==> src/rtl/cpu_pkg.sv <==
// Shared CPU definitions: opcode map, fetch state encoding and the
// instruction length rule used by both fetch and decode.
package cpu_pkg;

   // Loads (2-byte: opcode, address)
   localparam logic [7:0] YUKLE_A     = 8'h86;
   localparam logic [7:0] YUKLE_B     = 8'h87;
   localparam logic [7:0] YUKLE_C     = 8'h88;
   localparam logic [7:0] YUKLE_D     = 8'h89;
   // Stores (2-byte: opcode, address)
   localparam logic [7:0] KAYDET_A    = 8'h96;
   localparam logic [7:0] KAYDET_B    = 8'h97;
   // Arithmetic / logic (1-byte)
   localparam logic [7:0] BOS         = 8'h00;
   localparam logic [7:0] TOPLA       = 8'h42;
   localparam logic [7:0] CIKAR       = 8'h43;
   localparam logic [7:0] VE          = 8'h44;
   localparam logic [7:0] VEYA        = 8'h45;
   localparam logic [7:0] DEGIL       = 8'h46;
   localparam logic [7:0] SOLA_KAYDIR = 8'h47;
   localparam logic [7:0] SAGA_KAYDIR = 8'h48;
   localparam logic [7:0] KARSILASTIR = 8'h49;
   // Jumps (2-byte: opcode, target)
   localparam logic [7:0] ATLA        = 8'h20;
   localparam logic [7:0] ATLA_SIFIR  = 8'h21;
   localparam logic [7:0] ATLA_DEGIL  = 8'h22;
   localparam logic [7:0] ATLA_ELDE   = 8'h23;
   localparam logic [7:0] ATLA_SON    = 8'h28;

   // Fetch state encoding
   localparam logic [2:0] ST_FETCH = 3'd0;
   localparam logic [2:0] ST_OP    = 3'd1;
   localparam logic [2:0] ST_OPR   = 3'd2;
   localparam logic [2:0] ST_ISSUE = 3'd3;
   localparam logic [2:0] ST_HALT  = 3'd4;

   // Loads, stores and jumps carry an operand byte; everything else,
   // including unknown opcodes, is a single byte.
   function automatic logic is_two_byte(input logic [7:0] opcode);
      return (opcode[7:4] == 4'h8) || (opcode[7:4] == 4'h9) ||
             (opcode[7:4] == 4'h2);
   endfunction

endpackage

==> src/rtl/instr_len_decode.sv <==
// Combinational instruction length decode, shared by fetch and decode.
module instr_len_decode
   import cpu_pkg::*;
(
   input  logic [7:0] opcode,
   output logic       len
);

   // 1 = opcode is followed by an operand byte
   assign len = is_two_byte(opcode);

endmodule

==> src/rtl/instruction_fetch.sv <==
// Fetch stage: walks the ROM with a fetch pointer, absorbs the ROM's
// one-cycle read latency, and hands complete instructions to the decoder.
module instruction_fetch
   import cpu_pkg::*;
#(
   parameter int ADDR_W    = 8,
   parameter int ROM_DEPTH = 128
) (
   input  logic              clk,
   input  logic              rst_n,
   output logic [ADDR_W-1:0] mem_addr,
   input  logic [7:0]        mem_data,
   output logic              instr_valid,
   input  logic              instr_ready,
   output logic [7:0]        instr_opcode,
   output logic [7:0]        instr_operand,
   output logic [ADDR_W-1:0] instr_pc,
   output logic              instr_len,
   input  logic              jump_en,
   input  logic [ADDR_W-1:0] jump_target,
   output logic              halted
);

   // ROM depth at one extra bit so a carry out of the PC reads as out of range
   localparam logic [ADDR_W:0] DEPTH_W = (ADDR_W+1)'(ROM_DEPTH);

   logic [2:0]        state;
   logic [ADDR_W-1:0] pc;
   logic [ADDR_W-1:0] fp;
   logic [7:0]        opcode_q;
   logic [7:0]        operand_q;
   logic [ADDR_W-1:0] pc_q;
   logic              len_q;
   logic              dec_len;
   logic [ADDR_W:0]   next_pc;
   logic              operand_oob;
   logic              jump_oob;

   instr_len_decode u_len_decode (
      .opcode (mem_data),
      .len    (dec_len)
   );

   // Wide PC arithmetic: next instruction address and range checks
   assign next_pc     = {1'b0, pc} + (ADDR_W+1)'(1) + {{ADDR_W{1'b0}}, len_q};
   assign operand_oob = ({1'b0, pc} + (ADDR_W+1)'(1)) >= DEPTH_W;
   assign jump_oob    = {1'b0, jump_target} >= DEPTH_W;

   // Fetch FSM, PC/fetch-pointer registers and instruction output registers
   // NOTE: sequential state uses non-blocking assignments so every register
   // samples pre-edge values regardless of statement order.
   always_ff @(posedge clk or negedge rst_n) begin
      if (!rst_n) begin
         state     <= ST_FETCH;
         pc        <= '0;
         fp        <= '0;
         opcode_q  <= 8'h00;
         operand_q <= 8'h00;
         pc_q      <= '0;
         len_q     <= 1'b0;
      end else if (jump_en) begin
         // Redirect wins over everything, including a same-cycle transfer
         pc    <= jump_target;
         fp    <= jump_target;
         state <= jump_oob ? ST_HALT : ST_FETCH;
      end else begin
         case (state)
            ST_FETCH: begin
               fp    <= pc + ADDR_W'(1);
               state <= ST_OP;
            end
            ST_OP: begin
               opcode_q <= mem_data;
               len_q    <= dec_len;
               pc_q     <= pc;
               if (dec_len) begin
                  state <= ST_OPR;
               end else begin
                  operand_q <= 8'h00;
                  state     <= ST_ISSUE;
               end
            end
            ST_OPR: begin
               // Operand past the end of the ROM is not real data
               operand_q <= operand_oob ? 8'h00 : mem_data;
               state     <= ST_ISSUE;
            end
            ST_ISSUE: begin
               if (instr_ready) begin
                  pc <= next_pc[ADDR_W-1:0];
                  if (next_pc >= DEPTH_W) begin
                     state <= ST_HALT;
                  end else begin
                     fp    <= next_pc[ADDR_W-1:0];
                     state <= ST_FETCH;
                  end
               end
            end
            ST_HALT: begin
               state <= ST_HALT;
            end
            default: begin
               state <= ST_FETCH;
            end
         endcase
      end
   end

   // Output decode
   assign mem_addr      = fp;
   assign instr_valid   = (state == ST_ISSUE);
   assign halted        = (state == ST_HALT);
   assign instr_opcode  = opcode_q;
   assign instr_operand = operand_q;
   assign instr_pc      = pc_q;
   assign instr_len     = len_q;

endmodule

==> config.mk <==
export PLATFORM = sky130hd
export DESIGN_NAME = instruction_fetch
export DESIGN_NICKNAME = d
export VERILOG_FILES = /design/src/rtl/cpu_pkg.sv /design/src/rtl/instr_len_decode.sv /design/src/rtl/instruction_fetch.sv
export SDC_FILE = /design/constraint.sdc
export NUM_CORES = 1
export LEC_CHECK = 0
export CORE_ASPECT_RATIO = 0.8
export CORE_MARGIN = 3
export CORE_UTILIZATION = 65
export DETAILED_ROUTE_END_ITERATION = 7
export DONT_BUFFER_PORTS = 1
export PLACE_DENSITY_LB_ADDON = 0.2
export SETUP_SLACK_MARGIN = 0.02
export SLEW_MARGIN = 10
export SYNTH_ARGS = -nofsm -noshare
export SYNTH_HDL_FRONTEND = slang
export SYNTH_SLANG_ARGS = --single-unit
==> constraint.sdc <==
create_clock -name clk -period 4.4 [get_ports clk]
set_clock_uncertainty 0.15 [all_clocks]
set_input_delay 0.22 -clock clk [delete_from_list [all_inputs] [get_ports clk]]
set_output_delay 0.22 -clock clk [all_outputs]
set_load 0.01 [all_outputs]
# After elaboration in Yosys (flattened, before gate mapping)

Cells that the tools add are included.

Bits in registers: 44
Output and inout bits: 35
Logic and storage cells: 51

Reductions and logical operators: 11
Bitwise operators: 1
Add/subtract/negate cells: 3
Multiplexer cells: 16
Magnitude comparators: 3
Eq/ne operators: 10

Operators by type and width:

| cell                                                               | number |
|---|---|
| two-way mux 8 bit                                                  | 8 |
| one-hot mux 8 bit (2 select lines)                                 | 2 |
| greater-or-equal comparator 9 x 8 -> 1 bit (second input constant) | 2 |
| one-hot mux 3 bit (5 select lines)                                 | 1 |
| two-way mux 3 bit                                                  | 4 |
| adder 8 x 1 -> 9 bit (second input constant)                       | 1 |
| adder 9 x 1 -> 9 bit                                               | 1 |
| adder 8 x 1 -> 8 bit (second input constant)                       | 1 |
| equality test 4 bit (second input constant)                        | 2 |
| greater-or-equal comparator 8 bit (second input constant)          | 1 |
| equality test 3 x 2 -> 1 bit (second input constant)               | 2 |
| AND reduction 3 bit                                                | 2 |
| nonzero test 2 bit                                                 | 3 |
| equality test 4 x 2 -> 1 bit (second input constant)               | 1 |
| AND reduction 2 bit                                                | 2 |
| equality test 3 x 1 -> 1 bit (second input constant)               | 1 |
| equality test 3 bit (second input constant)                        | 1 |
| zero test 3 bit                                                    | 1 |
| inequality test 3 x 1 -> 1 bit (second input constant)             | 1 |
| inequality test 3 bit (second input constant)                      | 1 |
| nonzero test 3 bit                                                 | 1 |
| logical OR 1 bit                                                   | 2 |
| inequality test 2 bit (second input constant)                      | 1 |
| two-way mux 1 bit                                                  | 1 |
| NOT 1 bit                                                          | 1 |

# Longest topological paths before layout

Gate-level depths: netlist of run 1.

Word-level depth: 7
Depth in mapped cells: 9

# Hierarchy

A second synthesis of run 1 with hierarchy kept.

Cell total of the unflattened synthesis: 227
Area total of the unflattened synthesis: 2463.6 µm²

By module, submodules not included:

| module            | cells an instance | area an instance (µm²) | instances |
|---|---|---|---|
| instruction_fetch | 224               | 2438.6                 | 1 |
| instr_len_decode  | 3                 | 25.0                   | 1 |

# Worst setup path before layout of run 1

Ideal clock, no wire load.

Path type: register -> register
From: register pc[0]
To: register fp[0] (netlist: mem_addr[0])
Setup slack: 1691 ps
Period minus slack after synthesis: 2709 ps
Data arrival time: 2434 ps
Cell stages (with the launch flop): 10
Path through: dfrtp_1 -> buf_4 -> inv_1 -> ha_1 -> nand3_1 -> nor3_1 -> o32ai_2 -> or4_4 -> o21ai_4 -> mux2_4

Cells in the longest elaborated chain, start to end: 6
Elaborated cells between the ends (all ways): 10
Classes of those cells: add/sub (3); order compare (1); eq/ne (1); mux (4); reduce/logical (1)

RTL lines:

| what                                                         | line                    | RTL |
|---|---|---|
| start, declared                                              | instruction_fetch.sv:28 | `logic [ADDR_W-1:0] pc;` |
| start signal, assigned                                       | instruction_fetch.sv:63 | `pc <= jump_target;` |
| start signal, assigned                                       | instruction_fetch.sv:90 | `pc <= next_pc[ADDR_W-1:0];` |
| branches (longest 6 deep; another with adder 8 x 1 -> 9 bit) | n/a                     |  |
| end signal, assigned                                         | instruction_fetch.sv:64 | `fp <= jump_target;` |
| end signal, assigned                                         | instruction_fetch.sv:69 | `fp <= pc + ADDR_W'(1);` |
| end signal, assigned                                         | instruction_fetch.sv:94 | `fp <= next_pc[ADDR_W-1:0];` |
| end, declared                                                | instruction_fetch.sv:29 | `logic [ADDR_W-1:0] fp;` |

Parallel ways; which one is timed is not known. The select of a mux whose other input is x is not followed.
A chain may end at the register's enable or synchronous reset.

# Final worst setup path of run 1

Same ends and word-level chain as after synthesis.

==> out/metrics.cfg, run 1 <==
[worst_setup_path]
worstPathMaxFanout = 11
crit_required_ps = 4430
crit_slowest_cell = dfrtp_1
slowest_delay_ps = 580
path_delay_family = simple AND/OR/NAND/NOR gates
cp_data_arrival_time_ps = 3250
worstSetupPathType = flop to flop
endpoint_kind = flop
crit_path_start_kind = flop
critical_path_buf_inv_count = 0
path_cells = ha_1, nand2_1, nor3_1, o32ai_2, or4_4, o21ai_4, mux2_4

[layout]
fin_nets = 273
drive_gt1_frac = 0.1912
fill_cells = 218
area_growth_pct = 12.98
final_util = 0.7951
design_area_sq_um = 2854
diodes = 0

[route]
final_antenna_net_count = 0
drt_iter0_drc = 166
wl_per_cell_um = 20.65
num_vias = 1924
drt_pass1_iterations = 4
viasPerCell = 6.350
drc_errors = 0
wl_um = 6256

[sta]
slew_violations = 0
max_freq_mhz = 311.2
fin_crit_ps = 3213
max_slew_margin = 0.6186
fin_tns_setup_ps = 0
fin_crit_sh = 0.7303
timing.final.ws_setup_ps = 1187
timing_hold_violations_final = 0
final-setup-viol-count = 0
rsz0062_at_grt = false
worstMarginPinSlew_ps = 572.1

[clocking]
cts_tree = yes
numCtsBuffers = 5
htreeDepth = 2
cts_root_buf = clkbuf_8
clk-insertion-delay-late_ps = 300
clk_path_buf_depth = 2
cts.sinks = 44
clk_pin_slew_worst_paths_ps = 80
postCtsSetupBuffers = 0

[synth]
synth.largest_area_cell = dfrtp_1
synthDistinctLibCells = 51
syn_avg_cell_area_sq_um = 10.70
synthTopCellsByCount = dfrtp_1 (44), nand2_1 (21), mux2_2 (16)
synth_ff_type = dfrtp_1
synthCells = 236
yosysMostFrequentCell = dfrtp_1
synth_seq_area_share = 0.4359
syn-num-nets = 259
synth_edf_count = 0
async_flop_share = 1.000
synth.ff_latch_count = 44
synth_top_area_share = 0.4359
synth_area_sq_um = 2526
yosys_warnings = 0
ys_top_cells_by_area = dfrtp_1 (44%), mux2_2 (7.1%), mux2_4 (4.8%), nand2_1 (3.1%), xnor2_1 (3.1%)

[die]
start_util = 0.7037
io_pins = 55
die_y_um = 61.76
core_sq_um = 3590
num_rows = 19
dieArea_sq_um = 4675
die_x_um = 75.70

[global_route]
antenna_found_initial = 0
gr-total-overflow = 0
grt_pass1_vias = 2034
grt_util_all_layers = 0.2877
grt_start_max_net_pins = 45
grt_pass1_wl_um = 9860

[placed_design]
post-place-ws_ps = 1219
dp_hpwl_um = 4099
gp_congestion = 0.8101
portBuffers = 0
dpl_cell_area_sq_um = 2526

[job]
maxCapViolations = 0

[pwr]
max-vdd-ir-drop_uv = 307.3
p_leak_nw = 1.226
power.density_nw_per_um2 = 404.4

[status]
status = completed

[hold_path]
min_path_type = input pin to flop

-- cell usage in the layout, fill, tap and decap left out, types with 3 or more instances in the layout --
master / synthesis / final
dfrtp_1: 44 / 44
nand2_1: 21 / 21
dlygate4sd3_1: 0 / 20
mux2_2: 16 / 16
o21ai_0: 13 / 13
nor2_1: 12 / 12
xnor2_1: 9 / 9
a21oi_1: 9 / 9
xor2_1: 8 / 8
mux2_4: 8 / 8
a22o_1: 8 / 8
nor3_1: 7 / 6
mux2i_1: 6 / 6
nand2b_1: 5 / 5
a211oi_1: 5 / 5
clkbuf_8: 0 / 5
inv_1: 4 / 4
nand3_1: 4 / 4
and2_1: 3 / 3
ha_1: 3 / 3
-- where the power goes --
group / internal [mW] / switching [mW] / leakage [nW] / total, mW
clock network: 0.168 / 0.133 / 0.0552 / 0.301
registers: 0.493 / 0.127 / 0.544 / 0.621
logic: 0.128 / 0.104 / 0.627 / 0.232
-- per-stage QoR --
| step | hold slack [ps] | power [mW] | cells |
|---|---|---|---|
| 3_5_place_dp | -224.5 | 0.8277 | 274 |
| 4_1_cts | 5.631 | 1.153 | 303 |
| 6_report | 3.831 | 1.154 | 303 |
| 5_1_grt | 23.49 | 1.213 | 303 |
| 2_1_floorplan | -225.6 | 0.7783 | 236 |
| 3_3_place_gp | -224.6 | 0.8128 | 274 |
-- sequential cells by signal (all words and copies together) (netlist names) --
register,cells
pc,8
state,3
mem_addr,8
instr_operand,8
instr_opcode,8
instr_pc,8
instr_len,1
-- per-layer routing --
metal	track usage	share of wire	vias to the layer above
met5	0	0	-
met4	0.1122	0.019	0
met3	0.07074	0.082	16
met2	0.4649	0.47	85
met1	0.3765	0.42	941
li1	-	-	882
-- worst paths after layout --
check                                             startpoint                            to  slack [ps]  depth (start not counted)
worst max-delay path                       pc[0]$_DFFE_PN0P_       mem_addr[0]$_DFFE_PN0P_        1190                          7
worst min-delay path                                 jump_en         instr_len$_DFFE_PN0P_           4                          2
worst max register to register             pc[0]$_DFFE_PN0P_       mem_addr[0]$_DFFE_PN0P_        1190                          7
worst min register to register  instr_operand[5]$_DFFE_PN0P_  instr_operand[5]$_DFFE_PN0P_         420                          1
max in group asynchronous                              rst_n   instr_opcode[2]$_DFFE_PN0P_        3640                          2
min in group asynchronous                              rst_n             pc[5]$_DFFE_PN0P_         260                          2
-- what timing repair did --
item	in CTS	in global routing
gates resized for setup	0	0
hold buffers	21	0
hold endpoints to repair	71	0
-- cell type report --
class	count	area, sq um	area share
clock buffer	6	72.57	0.02543
clock inverter	2	35.03	0.01228
inverter	6	22.52	0.007891
multi-input combinational	171	1330	0.4660
sequential	44	1101	0.3858
tap	52	65.06	0.02280
timing repair buffer	22	227.7	0.07979
-- logic make-up after synthesis --
| group | Yosys count | share of synthesized area |
|---|---|---|
| flops | 44 | 0.4359 |
| xor+xnor | 17 | 0.05894 |
| fa+ha+maj | 3 | 0.01486 |
| compound gates | 55 | 0.1580 |
| simple gates | 66 | 0.1501 |
| buf+inv | 21 | 0.03962 |
| mux | 30 | 0.1426 |
(Power assumes the default switching activity.)
==> run 2, diff against run 1 <==
Settings changed: CORE_UTILIZATION 65 to 57.
Clock period 4.4 ns to 2.8 ns, I/O delays scaled along.
==> run 2 against run 1 <==
Largest cell class unchanged. Highest routed layer unchanged. Setup slack got worse by 1100 ps. Combinational power rose by 86%. Register-to-register slack got worse by 1100 ps. Clock power rose by 35%. Cell count rose by 7.6%.
==> out/metrics.cfg, run 2 (synthesized netlist as in run 1, its figures left out) <==
[hold_path]
min_path_type = input pin to flop
hp-start = jump_en
worstHoldPathCells = 3  ; +1
whs_endpoint = state[2]$_DFFE_PN0P_

[sta]
rsz0062_at_grt = false
slew_violations = 0  ; unchanged
fin_tns_setup_ps = 0  ; unchanged
fin_crit_ps = 2717  ; -496.0 ps
final-setup-viol-count = 0  ; unchanged
max_slew_margin = 0.5397  ; -0.07892
worstMarginPinSlew_ps = 688.2  ; +116.1 ps
timing_hold_violations_final = 0  ; unchanged
fin_crit_sh = 0.9705  ; +0.2402
timing.final.ws_setup_ps = 82.64  ; -1104 ps
max_freq_mhz = 368.0  ; +18%

[worst_setup_path]
worstSetupPathType = flop to flop
endpoint_kind = flop
r2r-start = pc[0]$_DFFE_PN0P_
cp_data_arrival_time_ps = 2740  ; -510 ps
rr_endpoint = mem_addr[1]$_DFFE_PN0P_
ff2ff_path_depth = 8  ; +1
worstPathMaxFanout = 8  ; -3
crit_slowest_cell = or4_4
crit_required_ps = 2830  ; -1600 ps
r2r_setup_slack_ps = 80  ; -1100 ps
crit_path_start_kind = flop
path_cells = ha_2, nand3_2, a211oi_2, o32ai_2, or4_4, o21ai_4, buf_12, mux2_4
slowest_delay_ps = 510  ; -70 ps

[global_route]
gr-total-overflow = 0  ; unchanged
grt_pass1_wl_um = 10160  ; +3.0%
grt_start_max_net_pins = 45  ; unchanged
antenna_found_initial = 0  ; unchanged
grt_util_all_layers = 0.2601  ; -0.02760
grt_pass1_vias = 1924  ; -5.4%

[layout]
area_growth_pct = 19.56
design_area_sq_um = 3020  ; +5.8%
final_common_cell = dfrtp_1
fin_cells = 326  ; +7.6%
fin_nets = 293  ; +7.3%
drive_gt1_frac = 0.2657  ; +0.07445
final_util = 0.7497  ; -0.04536
mostFrequentLayoutCells = dfrtp_1 (43), nand2_1 (21), dlygate4sd3_1 (20), buf_4 (20), mux2_2 (16)
diodes = 0  ; unchanged

[placed_design]
dp_hpwl_um = 4622  ; +13%
post-place-ws_ps = 20.40  ; -1199 ps
dpl_cell_area_sq_um = 2678  ; +6.0%
dp.cells = 295  ; +7.7%
portBuffers = 0  ; unchanged
gp_congestion = 0.8792  ; +8.5%

[die]
die_y_um = 65.55  ; +6.1%
num_rows = 20  ; +1
start_util = 0.6270  ; -0.07671
io_pins = 55  ; unchanged
die_x_um = 80.43  ; +6.2%
core_sq_um = 4029  ; +12%
dieArea_sq_um = 5272  ; +13%

[route]
drt_pass1_iterations = 4  ; unchanged
num_vias = 1955  ; +1.6%
viasPerCell = 5.997  ; -5.6%
drc_errors = 0  ; unchanged
drt_iter0_drc = 166  ; unchanged
wl_um = 6380  ; +2.0%
final_antenna_net_count = 0  ; unchanged
wl_per_cell_um = 19.57  ; -5.2%

[pwr]
max-vdd-ir-drop_uv = 349.1  ; +14%
power.density_nw_per_um2 = 594.2  ; +47%
p_leak_nw = 1.313  ; +7.2%

[clocking]
numCtsBuffers = 5  ; unchanged
cts_root_buf = clkbuf_8
htreeDepth = 2  ; unchanged
clk_path_buf_depth = 2  ; unchanged
clk-insertion-delay-late_ps = 290  ; about the same
cts.sinks = 44  ; unchanged
clk_pin_slew_worst_paths_ps = 80  ; about the same
cts_tree = yes

[status]
status = completed

[job]
maxCapViolations = 0  ; unchanged

[run 2: area by class of cell]
cell class	instances	area, sq um
clock buffers	7	86.33
clock inverters	1	7.507
fillers	292	1008
inverters	6	22.52
multi-input cells	171	1343
flip-flops and latches	44	1102
well taps	55	68.82
repair buffers	42	390.4
[run 2: what timing repair did]
item / in CTS / in global routing
hold buffers: 21 / 0
endpoints found under the hold margin: 77 / 0
buffers inserted: 0 / 2
setup endpoints to repair: 8 / 8
gates resized for setup: 1 / 3
pin swaps: 0 / 1
[run 2: how the worst max path moves through the flow]
stage                                         end  depth (start not counted)         startpoint  slack (ps)
after CTS                 mem_addr[5]$_DFFE_PN0P_                          8  pc[0]$_DFFE_PN0P_          30
after detailed placement  mem_addr[5]$_DFFE_PN0P_                          8  pc[0]$_DFFE_PN0P_          20
after floorplan           mem_addr[0]$_DFFE_PN0P_                          9  pc[0]$_DFFE_PN0P_          90
final                     mem_addr[1]$_DFFE_PN0P_                          8  pc[0]$_DFFE_PN0P_          80
after global routing      mem_addr[1]$_DFFE_PN0P_                          8  pc[0]$_DFFE_PN0P_           2
after global placement    mem_addr[1]$_DFFE_PN0P_                          8  pc[0]$_DFFE_PN0P_         120
[run 2: critical path, delay by kind of cell (launching register included)]
kind / cells / cell delay (ps)
simple gates: 2 / 620
compound gates: 3 / 590
flops: 1 / 450
fa+ha+maj: 1 / 350
mux: 1 / 300
buf+inv: 1 / 150
[run 2: layer usage]
layer  share of wire  global-route usage
met5               0                   0
met4          0.0088             0.06751
met3           0.081             0.06438
met2            0.45              0.3833
met1            0.46              0.3817
[run 2: per-stage QoR]
| step | power, mW | hold WS, ps |
|---|---|---|
| after CTS | 1.796 | 5.884 |
| after detailed placement | 1.349 | -304.5 |
| after global placement | 1.326 | -304.6 |
| final | 1.795 | 16.27 |
| after floorplan | 1.223 | -305.6 |
| after global routing | 1.888 | 31.06 |
[run 2: power by group]
group	switching, mW	internal, mW
combinational	0.192	0.240
clock	0.207	0.200
sequential	0.181	0.776
